===== config.mk =====
export PLATFORM = sky130hd
export DESIGN_NAME = hk628_voice_sched
export DESIGN_NICKNAME = d
export VERILOG_FILES = /design/src/rtl/hk628_pkg.sv /design/src/rtl/hk628_debounce.sv /design/src/rtl/hk628_voice_sched.sv
export SDC_FILE = /design/constraint.sdc
export NUM_CORES = 1
export LEC_CHECK = 0
export ABC_AREA = 1
export BUFFER_PORTS_ARGS = -buffer_cell sky130_fd_sc_hd__buf_2
export CAP_MARGIN = 20
export CORE_MARGIN = 2
export CORE_UTILIZATION = 40
export CTS_CLUSTER_DIAMETER = 30
export DETAILED_ROUTE_END_ITERATION = 6
export GPL_TIMING_DRIVEN = 0
export SYNTH_ARGS = -nofsm -noshare
export SYNTH_HDL_FRONTEND = slang
export SYNTH_HIERARCHICAL = 1
export SYNTH_SLANG_ARGS = --single-unit
export TNS_END_PERCENT = 20

===== constraint.sdc =====
create_clock -name clk -period 2.4 [get_ports clk]
set_input_delay 0.12 -clock clk [delete_from_list [all_inputs] [get_ports clk]]
set_output_delay 0.12 -clock clk [all_outputs]
set_load 0.02 [all_outputs]

===== src/rtl/hk628_pkg.sv =====
// Shared types and constants for the HK628 voice trigger scheduler.
package hk628_pkg;

  localparam int ID_W = 4;
  localparam logic [ID_W-1:0] LOW_BATT_ID = 4'd8;

  typedef enum logic [1:0] {
    IDLE,
    REQ,
    PLAY
  } sched_state_t;

endpackage


===== src/rtl/hk628_debounce.sv =====
// One input channel: 2-flop synchronizer, sample-tick debounce counter and
// a one-cycle pulse on each rising edge of the debounced level.
module hk628_debounce
  import hk628_pkg::*;
#(
  parameter int DEB_TICKS = 480,
  parameter int CNT_W     = 9
) (
  input  logic clk,
  input  logic reset_n,
  input  logic raw,
  input  logic sample_tick,
  output logic rise
);

  localparam logic [CNT_W-1:0] CNT_LAST = CNT_W'(DEB_TICKS - 1);

  logic             sync1_reg;
  logic             sync2_reg;
  logic             level_reg;
  logic             rise_reg;
  logic [CNT_W-1:0] cnt_reg;

  always_ff @(posedge clk) begin
    if (!reset_n) begin
      sync1_reg <= 1'b0;
      sync2_reg <= 1'b0;
      level_reg <= 1'b0;
      rise_reg  <= 1'b0;
      cnt_reg   <= '0;
    end else begin
      sync1_reg <= raw;
      sync2_reg <= sync1_reg;
      rise_reg  <= 1'b0;
      if (sample_tick) begin
        if (sync2_reg == level_reg) begin
          cnt_reg <= '0;
        end else if (cnt_reg >= CNT_LAST) begin
          // DEB_TICKS-th consecutive differing sample: accept the new level
          level_reg <= sync2_reg;
          rise_reg  <= sync2_reg;
          cnt_reg   <= '0;
        end else if (cnt_reg != '1) begin
          cnt_reg <= cnt_reg + 1'b1;
        end
      end
    end
  end

  assign rise = rise_reg;

endmodule


===== src/rtl/hk628_voice_sched.sv =====
// Debounces the sound/low-battery buttons, queues presses and arbitrates them
// onto the single playback voice via req/ack/done, with abort and watchdog.
module hk628_voice_sched
  import hk628_pkg::*;
#(
  parameter int NUM_BTN        = 8,
  parameter int CLK_DIV        = 1042,
  parameter int DEB_TICKS      = 480,
  parameter int MAX_PLAY_TICKS = 240000
) (
  input  logic               clk,
  input  logic               reset_n,
  input  logic [NUM_BTN-1:0] btn,
  input  logic               low_batt_btn,
  output logic               sample_tick,
  output logic               play_req,
  output logic [ID_W-1:0]    play_id,
  input  logic               play_ack,
  input  logic               play_done,
  output logic               abort,
  output logic [NUM_BTN:0]   pending,
  output logic               timeout_err
);

  localparam int DIV_W = $clog2(CLK_DIV);
  localparam int LG_W  = $clog2(NUM_BTN);
  localparam int WD_W  = 18;

  // ---------------- sample tick divider ----------------
  logic [DIV_W-1:0] div_reg;
  logic             tick_reg;

  always_ff @(posedge clk) begin
    if (!reset_n) begin
      div_reg  <= '0;
      tick_reg <= 1'b0;
    end else if (div_reg == DIV_W'(CLK_DIV - 1)) begin
      div_reg  <= '0;
      tick_reg <= 1'b1;
    end else begin
      div_reg  <= div_reg + 1'b1;
      tick_reg <= 1'b0;
    end
  end

  assign sample_tick = tick_reg;

  // ---------------- input conditioning ----------------
  logic [NUM_BTN:0] raw_all;
  logic [NUM_BTN:0] rise;

  assign raw_all = {low_batt_btn, btn};

  for (genvar gi = 0; gi <= NUM_BTN; gi++) begin : g_deb
    hk628_debounce #(
      .DEB_TICKS(DEB_TICKS)
    ) u_deb (
      .clk        (clk),
      .reset_n    (reset_n),
      .raw        (raw_all[gi]),
      .sample_tick(tick_reg),
      .rise       (rise[gi])
    );
  end

  // ---------------- scheduler state ----------------
  sched_state_t     state_reg, state_next;
  logic             req_reg, req_next;
  logic [ID_W-1:0]  id_reg, id_next;
  logic             abort_reg, abort_next;
  logic             terr_reg, terr_next;
  logic [LG_W-1:0]  last_granted_reg, last_granted_next;
  logic [WD_W-1:0]  wd_reg, wd_next;
  logic [NUM_BTN:0] pending_reg, pending_next;
  logic [NUM_BTN:0] clr_mask;

  // ---------------- arbiter ----------------
  logic [ID_W-1:0] winner;
  logic [LG_W-1:0] idx;

  always_comb begin
    winner = LOW_BATT_ID;
    idx    = '0;
    if (!pending_reg[NUM_BTN]) begin
      winner = '0;
      // Walk offsets from farthest to nearest so last_granted+1 ends up winning
      for (int k = NUM_BTN; k >= 1; k--) begin
        idx = last_granted_reg + LG_W'(k);
        if (pending_reg[idx]) begin
          winner = ID_W'(idx);
        end
      end
    end
  end

  // ---------------- next-state logic ----------------
  logic retrig_same;
  logic lb_preempt;
  logic wd_expire;

  assign retrig_same = rise[id_reg];
  assign lb_preempt  = rise[NUM_BTN] && (id_reg != LOW_BATT_ID);
  assign wd_expire   = tick_reg && (wd_reg == WD_W'(MAX_PLAY_TICKS - 1));

  always_comb begin
    state_next        = state_reg;
    req_next          = req_reg;
    id_next           = id_reg;
    abort_next        = 1'b0;
    terr_next         = terr_reg;
    last_granted_next = last_granted_reg;
    wd_next           = wd_reg;
    clr_mask          = '0;

    case (state_reg)
      IDLE: begin
        if (|pending_reg) begin
          id_next    = winner;
          req_next   = 1'b1;
          state_next = REQ;
        end
      end

      REQ: begin
        if (play_ack) begin
          clr_mask[id_reg] = 1'b1;
          req_next         = 1'b0;
          if (id_reg != LOW_BATT_ID) begin
            last_granted_next = id_reg[LG_W-1:0];
          end
          wd_next    = '0;
          state_next = PLAY;
        end
      end

      PLAY: begin
        if (tick_reg) begin
          wd_next = wd_reg + 1'b1;
        end
        // Retrigger outranks done, which in turn outranks the watchdog
        if (lb_preempt || retrig_same) begin
          abort_next = 1'b1;
          id_next    = lb_preempt ? LOW_BATT_ID : id_reg;
          req_next   = 1'b1;
          state_next = REQ;
        end else if (play_done) begin
          state_next = IDLE;
        end else if (wd_expire) begin
          abort_next = 1'b1;
          terr_next  = 1'b1;
          state_next = IDLE;
        end
      end

      default: begin
        state_next = IDLE;
        req_next   = 1'b0;
      end
    endcase

    pending_next = (pending_reg & ~clr_mask) | rise;
  end

  always_ff @(posedge clk) begin
    if (!reset_n) begin
      state_reg        <= IDLE;
      req_reg          <= 1'b0;
      id_reg           <= '0;
      abort_reg        <= 1'b0;
      terr_reg         <= 1'b0;
      last_granted_reg <= LG_W'(NUM_BTN - 1);
      wd_reg           <= '0;
      pending_reg      <= '0;
    end else begin
      state_reg        <= state_next;
      req_reg          <= req_next;
      id_reg           <= id_next;
      abort_reg        <= abort_next;
      terr_reg         <= terr_next;
      last_granted_reg <= last_granted_next;
      wd_reg           <= wd_next;
      pending_reg      <= pending_next;
    end
  end

  assign play_req    = req_reg;
  assign play_id     = id_reg;
  assign abort       = abort_reg;
  assign pending     = pending_reg;
  assign timeout_err = terr_reg;

endmodule


# Word level (Yosys, flattened, before mapping)
# Cells that the tools add are included.
[totals]
regBits = 168
latch_bits = 0
mem_bits_rw = 0
romBits = 0
in_bits = 13
wordCells = 277
memories = 0
[classes]
addsub = 18
multipliers = 0
n_div = 0
n_lt_le_gt_ge = 19
n_eq_ne = 29
shift = 0
muxes = 79
bitwise = 25
reduce_logical = 52
[ops]
columns = ["cell", "n"]
rows = [
  ["9-bit 2-to-1 mux", 29],
  ["9-bit by 1-bit adder with 9-bit output, second input constant", 9],
  ["9-bit >= comparator, second input constant", 9],
  ["9-bit inequality test, second input constant", 9],
  ["4-bit 2-to-1 mux", 11],
  ["3-bit by 5-bit less-than comparator with 1-bit output, second input constant", 8],
  ["3-bit AND reduction", 13],
  ["18-bit 2-to-1 mux", 2],
  ["18-bit case mux with 2 select lines", 1],
  ["4-bit OR reduction", 9],
  ["3-bit nonzero test", 9],
  ["1-bit binary-select mux with 3-bit select", 8],
  ["1-bit inverter", 22],
  ["2-bit AND reduction", 10],
  ["18-bit by 1-bit adder with 18-bit output, second input constant", 1],
  ["18-bit equality test, second input constant", 1],
  ["1-bit 2-to-1 mux", 17],
  ["3-bit adder, second input constant", 4],
  ["11-bit by 1-bit adder with 11-bit output, second input constant", 1],
  ["11-bit equality test, second input constant", 1],
  ["2-bit 2-to-1 mux", 5],
  ["2-bit inequality test, second input constant", 5],
  ["9-bit AND", 1],
  ["1-bit equality test", 9],
  ["other kinds (22)", 28],
]

# Longest topological paths before layout
[depth]
ltp_word = 13
depth_mapped = 21

# Modules after synthesis
# The synthesis kept the hierarchy.
[by_module_without_submodules]
columns = ["module", "instances", "cells_each", "area_each_um2", "seq_area_each_um2"]
rows = [
  ["hk628_debounce", 9, 116, 812.0, 260.2],
  ["hk628_voice_sched", 1, 438, 2887.8, 1021.0],
]

# Worst setup path before layout
# Ideal clock, no wire load.
[synth_timing]
path_type = "reg-to-reg"
from = "register tick_reg (netlist: sample_tick)"
to = "register wd_reg[13]"
arrival_time_ns = 2.138
required_time_ns = 2.281
path_slack_ns = 0.143
stages_incl_launch_ff = 8
path_buffers = 0
synth_period_minus_slack_ns = 2.257
cell_sequence = "dfxtp_1 nand2_2 nand2_4 nand4_1 nor3_1 nand3_1 o21ai_0 a21oi_1"
[synth_via]
elab_chain_len = 2
[synth_rtl]
columns = ["element", "line_no", "rtl"]
rows = [
  ["from (decl)", "hk628_voice_sched.sv:31", "logic tick_reg;"],
  ["from (signal assigned)", "hk628_voice_sched.sv:36", "tick_reg <= 1'b0;"],
  ["from (signal assigned)", "hk628_voice_sched.sv:39", "tick_reg <= 1'b1;"],
  ["from (signal assigned)", "hk628_voice_sched.sv:42", "tick_reg <= 1'b0;"],
  ["2-bit inequality test (no line)", "-", ""],
  ["3-bit AND reduction (no line)", "-", ""],
  ["to (signal assigned)", "hk628_voice_sched.sv:181", "wd_reg <= wd_next;"],
  ["to (decl)", "hk628_voice_sched.sv:73", "logic [WD_W-1:0] wd_reg, wd_next;"],
]
# Every way passes these cells.
# A chain may end at the register's enable or synchronous reset.

# Final worst setup path
[layout_timing]
from = "register last_granted_reg[0]"
to = "register id_reg[0] (netlist: play_id[0])"
[layout_via]
elab_chain_len = 13
[layout_rtl]
columns = ["element", "line_no", "rtl"]
rows = [
  ["from (decl)", "hk628_voice_sched.sv:72", "logic [LG_W-1:0] last_granted_reg, last_granted_next;"],
  ["from (signal assigned)", "hk628_voice_sched.sv:171", "last_granted_reg <= LG_W'(NUM_BTN - 1);"],
  ["from (signal assigned)", "hk628_voice_sched.sv:180", "last_granted_reg <= last_granted_next;"],
  ["3-bit adder / 1-bit binary-select mux with 3-bit select (equally long branches)", "hk628_voice_sched.sv:88, hk628_voice_sched.sv:89", ""],
  ["1-bit binary-select mux with 3-bit select / 1-bit 2-to-1 mux (equally long branches)", "hk628_voice_sched.sv:89", "if (pending_reg[idx]) begin"],
  ["1-bit 2-to-1 mux (not written as such) / 3-bit 2-to-1 mux (equally long branches)", "hk628_voice_sched.sv:89", ""],
  ["4-bit 2-to-1 mux (6 in series)", "hk628_voice_sched.sv:89", ""],
  ["4-bit 2-to-1 mux *", "hk628_voice_sched.sv:89", ""],
  ["4-bit 2-to-1 mux *", "hk628_voice_sched.sv:84", "if (!pending_reg[NUM_BTN]) begin"],
  ["4-bit 2-to-1 mux *", "hk628_voice_sched.sv:117", "if (|pending_reg) begin"],
  ["4-bit case mux with 2 select lines *", "hk628_voice_sched.sv:115", "case (state_reg)"],
  ["to (signal assigned)", "hk628_voice_sched.sv:177", "id_reg <= id_next;"],
  ["to (decl)", "hk628_voice_sched.sv:69", "logic [ID_W-1:0] id_reg, id_next;"],
]
# Every way passes the cells marked *; elsewhere a longest branch is shown, timed or not. The select of a mux whose other input is x is not followed.

==> results.yml <==
status:
  status: "completed"
finish:
  nNetsFinal: 1577
  antenna_cells: 0
  areaGrowthSynthToFinish_pct: 12.58
  drive_gt1_frac: 0.1879
  largest_reg_flops: 81
global_route:
  met3_usage: 0.02895
  busiest_layer: "met2"
  grt.overflow.total: 0
  antenna_found_initial: 0
  grt_util_met1: 0.2219
  grt_use_met2: 0.2697
  grt_pass1_vias: 8274
  grt_pass1_wl_mm: 37.01
  grt_max_degree: 37
  track_usage: 0.1640
worst_setup_path:
  rrSetupSlack_ns: 0.27
  required_ns: 2.76
  cp.arrival_ns: 2.49
  crit_path_max_fanout: 10
  crit_type: "flop to flop"
  worst_setup_path_end_kind: "flop"
  startpoint_type: "flop"
drt:
  drt_iter0_markers: 465
  postRouteAntennaNets: 0
  post_drt_wl_per_cell_um: 11.15
  first_pass_iters: 5
  vias: 9041
  routed_wl_mm: 21.00
  via_per_inst: 4.799
  remaining_drc_errors: 0
pwr:
  power_frac_seq: 0.489
  power.switching_uw: 1334
  power.internal_uw: 4433
  swShare: 0.2314
  clockPowerShare: 0.480
  ir_worst_vdd_mv: 0.3837
  p_comb_frac: 0.032
  p_leak_uw: 0.005219
  power_density_nw_per_um2: 502.4
  p_total_uw: 5767
die:
  design.core.area_um2: 25110
  die_w_um: 163.7
  initial_core_util: 0.4061
  num_rows: 58
  die_y_um: 163.7
  pin_count: 30
  die_area_um2: 26780
timing:
  post-route-period-util: 0.8884
  worst_pin_slew_ns: 0.6827
  timing.hold.ws_ns: 0.1128
  fin_crit_ns: 2.132
  fin_skew_ns: 0.01514
  max-slew-margin-rel: 0.5449
  drv_slew: 0
  finalHoldViolations: 0
  rsz0062_at_grt: "no"
  max_clock_freq_mhz: 469.0
  setup_viol: 0
placement:
  dp_hpwl_mm: 15.15
  portBuffers: 29
  gp_congestion: 0.8347
logic_synthesis:
  synthMostInstantiatedCell: "nand2_1"
  yosys.cell_types.count: 43
  synthTopCellsByCount: "nand2_1 (321), nand3_1 (202), nor2_1 (202)"
  ys_top_cells_by_area: "dfxtp_1 (33%), nand2_1 (12%), nand3_1 (9.9%)"
  synth_warnings: 6
  yosys.area.top_type: "dfxtp_1"
  syn_avg_cell_area_um2: 6.880
  synthCells: 1482
  synth-edff-count: 0
  synth_flop_cell: "dfxtp_1"
  syn_area_um2: 10200
  seq_area_frac_synth: 0.3299
  synth_top_area_share: 0.3299
  ys_async_sr_fraction: 0
  syn_nets: 1518
  ys_seq_elements: 168
cts:
  clkSlewWorstSetupHoldPaths_ns: 0.07
  tritoncts: "yes"
  cts_buffers: 17
  clockBufferDepth: 2
  htreeDepth: 4
  cts.sinks: 168
  post_cts_buffers: 0
  root_buffer: "clkbuf_16"
  clkLatencyLatePin_ns: 0.43
run:
  maxCapViolations: 0
worst_hold_path:
  hold_path.class: "input pin to flop"
==> layout by cell type, fill, tap and decap left out, types with 3 or more instances in the layout <==
master	netlist	routed
and3_1	10	10
nand2b_1	9	9
dlygate4sd3_1	0	10
nor4_1	5	5
buf_4	19	19
nor3_1	11	11
nor2_1	202	202
nor3_2	10	10
a21oi_1	51	51
clkbuf_16	0	17
xor2_2	9	9
nand2_4	19	19
dfxtp_1	168	167
buf_6	10	10
xor2_1	10	10
inv_2	52	53
nand2_1	321	321
nand2_2	33	33
nand3_4	18	18
nor2_2	21	21
nand3_1	202	202
buf_2	2	31
inv_6	0	5
nand4_1	26	26
nand3_2	22	22
o21ai_0	20	20
inv_1	164	163
clkbuf_1	13	14
nor3b_1	4	4
clkinv_4	0	3
ha_1	23	22
nor2_4	10	10
==> per-layer routing <==
metal  vias up  part of all wire
li1       4835                 -
met1      4068              0.51
met2       124              0.45
met3        14             0.032
met4         0             0.011
met5         -                 0
==> worst paths after layout <==
| path | start | endpoint | depth (start not counted) |
|---|---|---|---|
| setup / recovery | last_granted_reg[0] | play_id[0] | 19 |
| hold reg to reg | g_deb[8].u_deb/sync1_reg | g_deb[8].u_deb/sync2_reg | 2 |
| setup reg to reg | last_granted_reg[0] | play_id[0] | 19 |
| hold / removal | play_ack | play_req | 5 |
==> power by group through the flow <==
stage | Combinational (µW) | Clock (µW) | Sequential (µW)
6_report | 182 | 2770 | 2820
3_5_place_dp | 173 | 0 | 2880
4_1_cts | 186 | 2860 | 2820
3_3_place_gp | 171 | 0 | 2880
5_1_grt | 209 | 2970 | 2820
2_1_floorplan | 122 | 0 | 2880
==> through the flow <==
stage	worst slack, ns	util	cell area [µm²]	TNS [ns]	instances
2_1_floorplan	0.1427	-	10200	0	1482
3_3_place_gp	-0.5643	0.4283	10750	-6.363	1841
3_5_place_dp	0.04302	0.4291	10780	0	1842
4_1_cts	0.03166	0.4566	11470	0	1884
5_1_grt	0.04182	0.4571	11480	0	1884
6_report	0.2679	0.4571	11480	0	1884
==> worst max-delay path, stage by stage, from the launching register on <==
cell and delay (ns):
dfxtp_1 0.33, buf_4 0.17, inv_2 0.05, buf_6 0.14
ha_4 0.27, inv_2 0.12, nand3_1 0.12, nand3_1 0.13
nand2_2 0.09, inv_2 0.06, nand2_1 0.04, nand2_1 0.05
nand2_1 0.04, nand2_1 0.05, nand2_1 0.05, nand2_1 0.05
nand2_1 0.05, nand2_1 0.07, nand2_1 0.06, a21oi_2 0.11
==> cell families (layout without fill, tap and decap cells) <==
kind of cell    count (synthesis)  count (layout)  synth area share
compound gates                 83              83           0.04418
buf+inv                       260             332            0.1103
xor+xnor                       21              21           0.02467
fa+ha+maj                      23              23           0.02822
flops                         168             168            0.3299
simple gates                  927             927            0.4628
==> layout make-up <==
type	count	area, µm²
fillers	2638	13630
multi-input cells	1054	5720
flip-flops and latches	168	3364
inverters	216	810.8
clock buffers	18	429.2
well taps	330	412.9
plain buffers	44	314.1
repair buffers	40	265.3
clock inverters	14	161.4
==> repair_timing <==
item	CTS	global route
hold buffers	10	0
setup endpoints to repair	0	3
gates resized for setup	0	3
hold endpoints to repair	10	0
(Power assumes the default switching activity.)
